==> config.mk <==
export PLATFORM = sky130hd
export DESIGN_NAME = mag_req_arbiter
export DESIGN_NICKNAME = d
export VERILOG_FILES = /design/src/rtl/mag_req_arbiter.sv
export SDC_FILE = /design/constraint.sdc
export NUM_CORES = 1
export LEC_CHECK = 0
export BUFFER_PORTS_ARGS = -buffer_cell sky130_fd_sc_hd__buf_2
export CAP_MARGIN = 20
export CORE_UTILIZATION = 52
export CTS_CLUSTER_DIAMETER = 40
export DETAILED_ROUTE_END_ITERATION = 8
export HOLD_SLACK_MARGIN = 0.1
export MAX_ROUTING_LAYER = met4
export PLACE_DENSITY = 0.85
export SLEW_MARGIN = 40
export SYNTH_ARGS = -nofsm -noshare
export SYNTH_HDL_FRONTEND = slang
export SYNTH_SLANG_ARGS = --single-unit
==> constraint.sdc <==
create_clock -name clk -period 8.5 [get_ports clk]
set_input_delay 0.425 -clock clk [delete_from_list [all_inputs] [get_ports clk]]
set_output_delay 0.425 -clock clk [all_outputs]
set_load 0.02 [all_outputs]
==> src/rtl/mag_req_arbiter.sv <==
// Round-robin front end sharing one sqrt(a^2+b^2) unit between N requesters; tracks in-flight IDs
// and routes results back in order. Optional watchdog: define MAG_ARB_WDOG_EN.
module mag_req_arbiter #(
  parameter int N            = 4,
  parameter int IDW          = 2,
  parameter int MAX_INFLIGHT = 8,
  parameter int WDOG_CYC     = 64
) (
  input  logic             clk,
  input  logic             rst_n,
  input  logic [N-1:0]     req_vld,
  input  logic [N*8-1:0]   req_a,
  input  logic [N*8-1:0]   req_b,
  output logic [N-1:0]     req_rdy,
  output logic [7:0]       u_a,
  output logic [7:0]       u_b,
  output logic             u_i_vld,
  input  logic             u_o_vld,
  input  logic [7:0]       u_sqrt,
  input  logic [15:0]      u_remain,
  output logic [N-1:0]     rsp_vld,
  output logic [IDW-1:0]   rsp_id,
  output logic [7:0]       rsp_sqrt,
  output logic [15:0]      rsp_remain,
  output logic             err_spur,
  output logic             err_tmo
);

  localparam int PW = $clog2(MAX_INFLIGHT);
  localparam int CW = $clog2(MAX_INFLIGHT + 1);

  logic [IDW-1:0] r_ptr;
  logic [CW-1:0]  r_inflight;
  logic [PW-1:0]  r_wr;
  logic [PW-1:0]  r_rd;
  logic [IDW-1:0] r_fifo [MAX_INFLIGHT];
  logic           r_u_i_vld;
  logic [7:0]     r_u_a;
  logic [7:0]     r_u_b;
  logic [N-1:0]   r_rsp_vld;
  logic [IDW-1:0] r_rsp_id;
  logic [7:0]     r_rsp_sqrt;
  logic [15:0]    r_rsp_remain;
  logic           r_spur;

  logic [7:0]     w_a [N];
  logic [7:0]     w_b [N];
  logic           w_found;
  logic [IDW-1:0] w_win;
  logic [IDW-1:0] w_idx;
  logic           w_full;
  logic           w_acc;
  logic           w_pop;
  logic           w_tmo;
  logic [N-1:0]   w_gnt;

  for (genvar gi = 0; gi < N; gi++) begin : g_ops
    assign w_a[gi] = req_a[8*gi +: 8];
    assign w_b[gi] = req_b[8*gi +: 8];
  end

  // Walk offsets from far to near so the channel closest after the pointer wins.
  always_comb begin
    w_found = 1'b0;
    w_win   = '0;
    w_idx   = '0;
    for (int k = N; k >= 1; k--) begin
      w_idx = IDW'((int'(r_ptr) + k) % N);
      if (req_vld[w_idx]) begin
        w_found = 1'b1;
        w_win   = w_idx;
      end
    end
  end

  assign w_full = (r_inflight == CW'(MAX_INFLIGHT));
  assign w_acc  = w_found & ~w_full;
  assign w_pop  = u_o_vld & (r_inflight != '0);

  always_comb begin
    w_gnt = '0;
    if (w_acc) w_gnt[w_win] = 1'b1;
  end

  assign req_rdy = w_gnt;

`ifdef MAG_ARB_WDOG_EN
  localparam int WW = $clog2(WDOG_CYC + 1);
  logic [WW-1:0] r_wdog;
  logic          r_tmo;

  assign w_tmo = (r_inflight != '0) & ~u_o_vld & (r_wdog == WW'(WDOG_CYC));

  always_ff @(posedge clk) begin
    if (!rst_n) begin
      r_wdog <= '0;
      r_tmo  <= 1'b0;
    end else begin
      r_tmo <= w_tmo;
      if (r_inflight == '0 || u_o_vld || w_tmo) r_wdog <= '0;
      else                                      r_wdog <= r_wdog + 1'b1;
    end
  end

  assign err_tmo = r_tmo;
`else
  assign w_tmo   = 1'b0 & (WDOG_CYC > 0);
  assign err_tmo = 1'b0;
`endif

  // ID storage holds no state worth resetting; pointers and count define validity.
  always_ff @(posedge clk) begin
    if (rst_n && w_acc) r_fifo[r_wr] <= w_win;
  end

  always_ff @(posedge clk) begin
    if (!rst_n) begin
      r_ptr        <= IDW'(N - 1);
      r_inflight   <= '0;
      r_wr         <= '0;
      r_rd         <= '0;
      r_u_i_vld    <= 1'b0;
      r_u_a        <= '0;
      r_u_b        <= '0;
      r_rsp_vld    <= '0;
      r_rsp_id     <= '0;
      r_rsp_sqrt   <= '0;
      r_rsp_remain <= '0;
      r_spur       <= 1'b0;
    end else begin
      r_u_i_vld <= w_acc;
      r_rsp_vld <= '0;
      if (w_acc) begin
        r_ptr <= w_win;
        r_u_a <= w_a[w_win];
        r_u_b <= w_b[w_win];
        r_wr  <= r_wr + 1'b1;
      end
      if (w_pop) begin
        r_rsp_vld[r_fifo[r_rd]] <= 1'b1;
        r_rsp_id                <= r_fifo[r_rd];
        r_rsp_sqrt              <= u_sqrt;
        r_rsp_remain            <= u_remain;
        r_rd                    <= r_rd + 1'b1;
      end
      if (u_o_vld && r_inflight == '0) r_spur <= 1'b1;
      // A flush keeps an accept from the same cycle as the sole surviving entry.
      if (w_tmo) begin
        r_rd       <= r_wr;
        r_inflight <= CW'(w_acc);
      end else if (w_acc && !w_pop) begin
        r_inflight <= r_inflight + 1'b1;
      end else if (!w_acc && w_pop) begin
        r_inflight <= r_inflight - 1'b1;
      end
    end
  end

  assign u_i_vld    = r_u_i_vld;
  assign u_a        = r_u_a;
  assign u_b        = r_u_b;
  assign rsp_vld    = r_rsp_vld;
  assign rsp_id     = r_rsp_id;
  assign rsp_sqrt   = r_rsp_sqrt;
  assign rsp_remain = r_rsp_remain;
  assign err_spur   = r_spur;

endmodule

==> results.cfg, run 1 <==
[power_and_ir_drop]
pwr-share-comb_pct = 37.7
p_leak_nw = 2.14
peakVddDrop_mv = 0.174
p_sw_mw = 0.484
clkPwrFrac_pct = 22.5
p_seq_share_pct = 39.8
switching_share_pct = 37.2
cellPowerDensity_nw_per_um2 = 280
p_int_mw = 0.818

[synth]
avgSynthCellArea_sq_um = 9.41
ys_async_sr_fraction_pct = 0
yosys_warnings = 0
synth_cells = 393
synth_area_sq_um = 3700
ys.flop_type = dfxtp_1
ys_seq_area_share_pct = 47.1
synth-seq-cells = 79
synth.distinct_cells = 41
synth_edf_count = 16
syn_nets = 494

[global_routing]
overflow = 0
grt_pass1_wl_mm = 13.7
grt_pass1_vias = 3114
track_usage_pct = 24.0
grt_start_max_net_pins = 64
antenna_found_initial = 0

[cts]
cts.path.max_buffers = 2
cts_setup_buffers = 0
cts_buffers = 9
cts_sinks = 79
clock_latency_ps = 350
cts_tree = built
cts_max_level = 3
root_buffer = clkbuf_8
hold_buffers = 0
cts_resized = 0
path_clk_slew_ps = 80

[sta]
period_share_pct = 39.6
rsz0062_at_grt = false
hold_viol = 0
period_minus_slack_ps = 3370
tightest_slew_ps = 630
fin_setup_tns_ps = 0
relSlewSlack_pct = 58.0
setup_viol = 0
timing.fmax_mhz = 297
skew_ps = 5.18
slew_violations = 0

[drt]
wirelength_met1_mm = 3.52
wirelength_mm = 8.31
postRouteAntennaNets = 0
firstDrtPassIters = 4
vias = 3271
top_layer = met4
wl_met3_um = 412
viasPerCell = 5.23
drc = 0
wl_met2_mm = 4.29
avgRoutedWirePerCell_um = 13.3
drt_iter0_markers = 153

[floorplanning]
placementRows = 30
dieHeight_um = 86.3
core-area_sq_um = 6830
die_x_um = 86.3
ios = 148
initial_utilization_pct = 54.1
die_area_sq_um = 7450

[min_path]
holdCritPathClass = in2reg

[layout]
syn2layout_area_growth_pct = 25.7
final_util_pct = 68.1
final_cell_mix = buf_2, nand2_1, dfxtp_1, a211oi_1, a21boi_0
fin_cells = 625
final_common_cell = buf_2
diodes = 0
nets = 625
drive_gt1_share_pct = 34.6

[setup_path]
crit_required_ps = 8770
cp-start-kind = register
crit_arrival_ps = 3640
crit_fanout = 33
critPathKind = reg2reg
endpoint_kind = register

[run_status]
status = complete, no violations

[place]
gp_congestion = 0.841
placed_cells = 609
port_buffers = 146
dpl.hpwl_mm = 6.06

[flow_run]
cap_violations = 0
## logic make-up after synthesis
logic type	count (synthesis)	share of synthesized area, %
simple gates	124	15.1
compound gates	98	20.1
flops	79	47.1
buf+inv	58	6.90
mux	20	6.77
xor+xnor	7	1.66
fa+ha+maj	6	2.23
other cells	1	0.101
## cell usage after synthesis (3+ instances only)
master     n  area [sq um]
clkbuf_1  19          71.3
a211oi_1  33           248
dfxtp_1   63          1260
buf_6      3          33.8
nor2b_1    5          31.3
a211oi_2   7          87.6
nand3_1    9          45.0
and2_1     8          50.1
nor2_1    11          41.3
mux2i_1   16           160
buf_2      6          30.0
o221ai_1   6          52.6
nor4_1     4          25.0
edfxtp_1  16           480
ha_1       5          62.6
a21boi_0  27           203
nor3_1    15          75.1
mux4_2     4          90.1
inv_1     26          97.6
o21ai_0   13          65.1
nand2_1   66           248
xnor2_1    6          52.6
## routing by layer
metal  GRT usage [%]  vias to the layer above
li1                -                     1636
met1            27.9                     1532
met2            41.1                       93
met3            5.43                       10
met4            8.03                        0
met5               -                        -
## path summary, 6_finish.rpt
kind / from / to / slack, ps / depth (start not counted)
worst max-delay path: r_inflight[0] / r_inflight[3] / 5130 / 12
worst min-delay path: u_sqrt[6] / rsp_sqrt[6] / 320 / 3
worst max register to register: r_inflight[0] / r_inflight[3] / 5130 / 12
worst min register to register: rsp_sqrt[6] / rsp_sqrt[6] / 460 / 2
## final cells by class
| cell class | instances | area [sq um] |
|---|---|---|
| clock inverters | 5 | 53.8 |
| repair buffers | 150 | 763 |
| fillers | 590 | 2180 |
| well taps | 96 | 120 |
| inverters | 28 | 105 |
| clock buffers | 11 | 163 |
| multi-input cells | 256 | 1700 |
| flip-flops and latches | 79 | 1740 |
## sequential cells by signal (all words and copies together), names as in the netlist, 2 cells and up, named ones only
signal	count
rsp_remain	16
r_ptr	2
rsp_vld	4
r_inflight	4
r_rd	3
u_b	8
u_a	8
rsp_sqrt	8
r_wr	3
r_fifo	16
rsp_id	2
## stage by stage
| step | power (mW) | setup slack, ps | cell area (sq um) | hold WS [ps] |
|---|---|---|---|---|
| 5_1_grt | 1.39 | 4840 | 4650 | 314 |
| 2_1_floorplan | 0.879 | 5850 | 3700 | 467 |
| 3_3_place_gp | 0.992 | 5350 | 4430 | 448 |
| 3_5_place_dp | 1.02 | 5120 | 4430 | 458 |
| 4_1_cts | 1.31 | 5150 | 4650 | 311 |
| 6_report | 1.30 | 5130 | 4650 | 322 |
## critical path: stages (launching register included)
cell,delay [ps]
dfxtp_1,380
nor4_1,490
nor2b_2,80
buf_4,250
inv_2,380
ha_1,300
inv_1,110
ha_1,300
a21o_1,200
a21oi_1,210
xnor2_1,120
or3_1,310
a21boi_0,160
## power groups by stage
stage | logic, mW | registers, mW | clock network, mW
2_1_floorplan | 0.300 | 0.579 | 0
3_3_place_gp | 0.470 | 0.522 | 0
3_5_place_dp | 0.491 | 0.525 | 0
4_1_cts | 0.494 | 0.518 | 0.298
5_1_grt | 0.544 | 0.528 | 0.314
6_report | 0.491 | 0.518 | 0.293
Note: power is estimated with default switching activity, not from simulation.
==> run 2, diff against run 1 <==
- CORE_UTILIZATION: 52 -> 44
- PLACE_DENSITY: 0.85 -> 0.77
- clock period: 8.5 -> 2.8 ns (I/O delays scaled with it)
==> results.cfg, run 2 (synthesis results as in run 1) <==
[place]
placed_cells = 623
port_buffers = 146
dp_slack_ps = 255
dpl.hpwl_mm = 5.89
gp_congestion = 0.854

[layout]
final_cell_mix = buf_2, nand2_1, dfxtp_1, a211oi_1, dlygate4sd3_1
filler_cell_count = 675
final_common_cell = buf_2
nets = 659
drive_gt1_share_pct = 33.2
diodes = 0
syn2layout_area_growth_pct = 35.8
fin_cells = 668

[sta]
fin_setup_tns_ps = 0
slew_violations = 0
hold_viol = 0
relSlewSlack_pct = 45.2
skew_ps = 8.17
period_minus_slack_ps = 2510
timing.fmax_mhz = 399
setup_viol = 0
rsz0062_at_grt = false
tightest_slew_ps = 813
period_share_pct = 89.6
hold_ws_ps = 113
final.setup.worst_slack_ps = 292

[power_and_ir_drop]
power.total_mw = 4.11
switching_share_pct = 35.4
p_sw_mw = 1.45
p_int_mw = 2.65
pwr-share-comb_pct = 37.4
peakVddDrop_mv = 0.418
clkPwrFrac_pct = 24.3
p_leak_nw = 2.29
cellPowerDensity_nw_per_um2 = 818
p_seq_share_pct = 38.3

[drt]
drt_iter0_markers = 111
avgRoutedWirePerCell_um = 12.9
top_layer = met4
vias = 3430
wirelength_met1_mm = 3.82
firstDrtPassIters = 4
viasPerCell = 5.13
postRouteAntennaNets = 0
wirelength_mm = 8.65
wl_met3_um = 529
wl_met2_mm = 4.17
drc = 0

[flow_run]
cap_violations = 0

[cts]
cts_tree = built
cts_sinks = 79
cts_max_level = 3
cts.path.max_buffers = 2
root_buffer = clkbuf_8
path_clk_slew_ps = 80
cts_buffers = 9
cts_setup_buffers = 0
clock_latency_ps = 340

[floorplanning]
placementRows = 33
dieHeight_um = 93.7
die_area_sq_um = 8780
initial_utilization_pct = 45.2
core-area_sq_um = 8180
ios = 148
die_x_um = 93.7

[setup_path]
crit_fanout = 5
crit_arrival_ps = 2780
path_delay_family = simple AND/OR/NAND/NOR gates
slowest_delay_ps = 380
crit_top_cell = ha_1
endpoint_kind = register
crit_chain = nor4_2 > nor2b_2 > inv_2 > ha_1 > inv_1 > ha_1 > a21o_1 > a21oi_1 > xnor2_1 > or3_1 > a21boi_0
timing.critical_path.buf_inv = 2
crit_required_ps = 3070
cp_slowest_cell = dfxtp_1
cp-start-kind = register
critPathKind = reg2reg

[global_routing]
overflow = 0
grt_start_max_net_pins = 42
grt_pass1_wl_mm = 13.8
grt_pass1_vias = 3080
antenna_found_initial = 0
track_usage_pct = 20.6

[run_status]
status = complete, no violations

[min_path]
holdCritPathClass = in2reg
[run 2: changes by cell type in the layout (fill, tap and decap cells not counted)]
cell | previous run | this run
nor4_1 | 4 | 3
bufinv_16 | 1 | 2
nor4_2 | 0 | 1
clkinv_2 | 3 | 0
clkbuf_8 | 10 | 11
buf_2 | 145 | 146
clkinv_4 | 1 | 0
clkbuf_1 | 0 | 2
buf_4 | 5 | 9
dlygate4sd3_1 | 0 | 29
[run 2: layer usage]
layer	GRT usage [%]	vias up
li1	-	1710
met1	24.7	1574
met2	33.5	133
met3	4.45	13
met4	8.72	0
met5	-	-
[run 2: tightest hold or removal path, stage by stage]
cell      delay (ps)
buf_2             70
mux2i_1           60
o221ai_1         150
[run 2: worst paths after layout]
path / startpoint / end / slack [ps] / cells after the start
setup / recovery: r_inflight[0] / r_inflight[3] / 290 / 11
hold / removal: req_b[26] / u_b[2] / 110 / 3
setup reg to reg: r_inflight[0] / r_inflight[3] / 290 / 11
hold reg to reg: rsp_remain[9] / rsp_remain[9] / 460 / 2
[run 2: power groups by stage]
stage	Sequential, mW	Combinational, mW	Clock [mW]
CTS	1.57	1.53	1.01
global route	1.61	1.69	1.07
finish	1.57	1.54	0.998
global placement	1.58	1.46	0
detailed placement	1.59	1.49	0
floorplan	1.76	0.911	0
[run 2: what timing repair did]
action	in CTS	in global routing
resized for setup	0	1
setup endpoints to repair	0	1
endpoints found under the hold margin	26	1
hold buffers	27	2
[run 2: layout make-up]
| type | count | area (sq um) | area share [%] |
|---|---|---|---|
| clock buffers | 14 | 184 | 3.66 |
| flip-flops and latches | 79 | 1740 | 34.7 |
| multi-input cells | 256 | 1710 | 34.1 |
| inverters | 28 | 105 | 2.09 |
| well taps | 105 | 131 | 2.62 |
| repair buffers | 184 | 1090 | 21.7 |
| clock inverters | 2 | 60.1 | 1.20 |
[run 2: stage by stage]
step / utilization (%) / instance area, sq um
global placement: 54.8 / 4480
CTS: 61.1 / 4990
floorplan: - / 3700
global route: 61.4 / 5020
finish: 61.4 / 5020
detailed placement: 54.8 / 4480
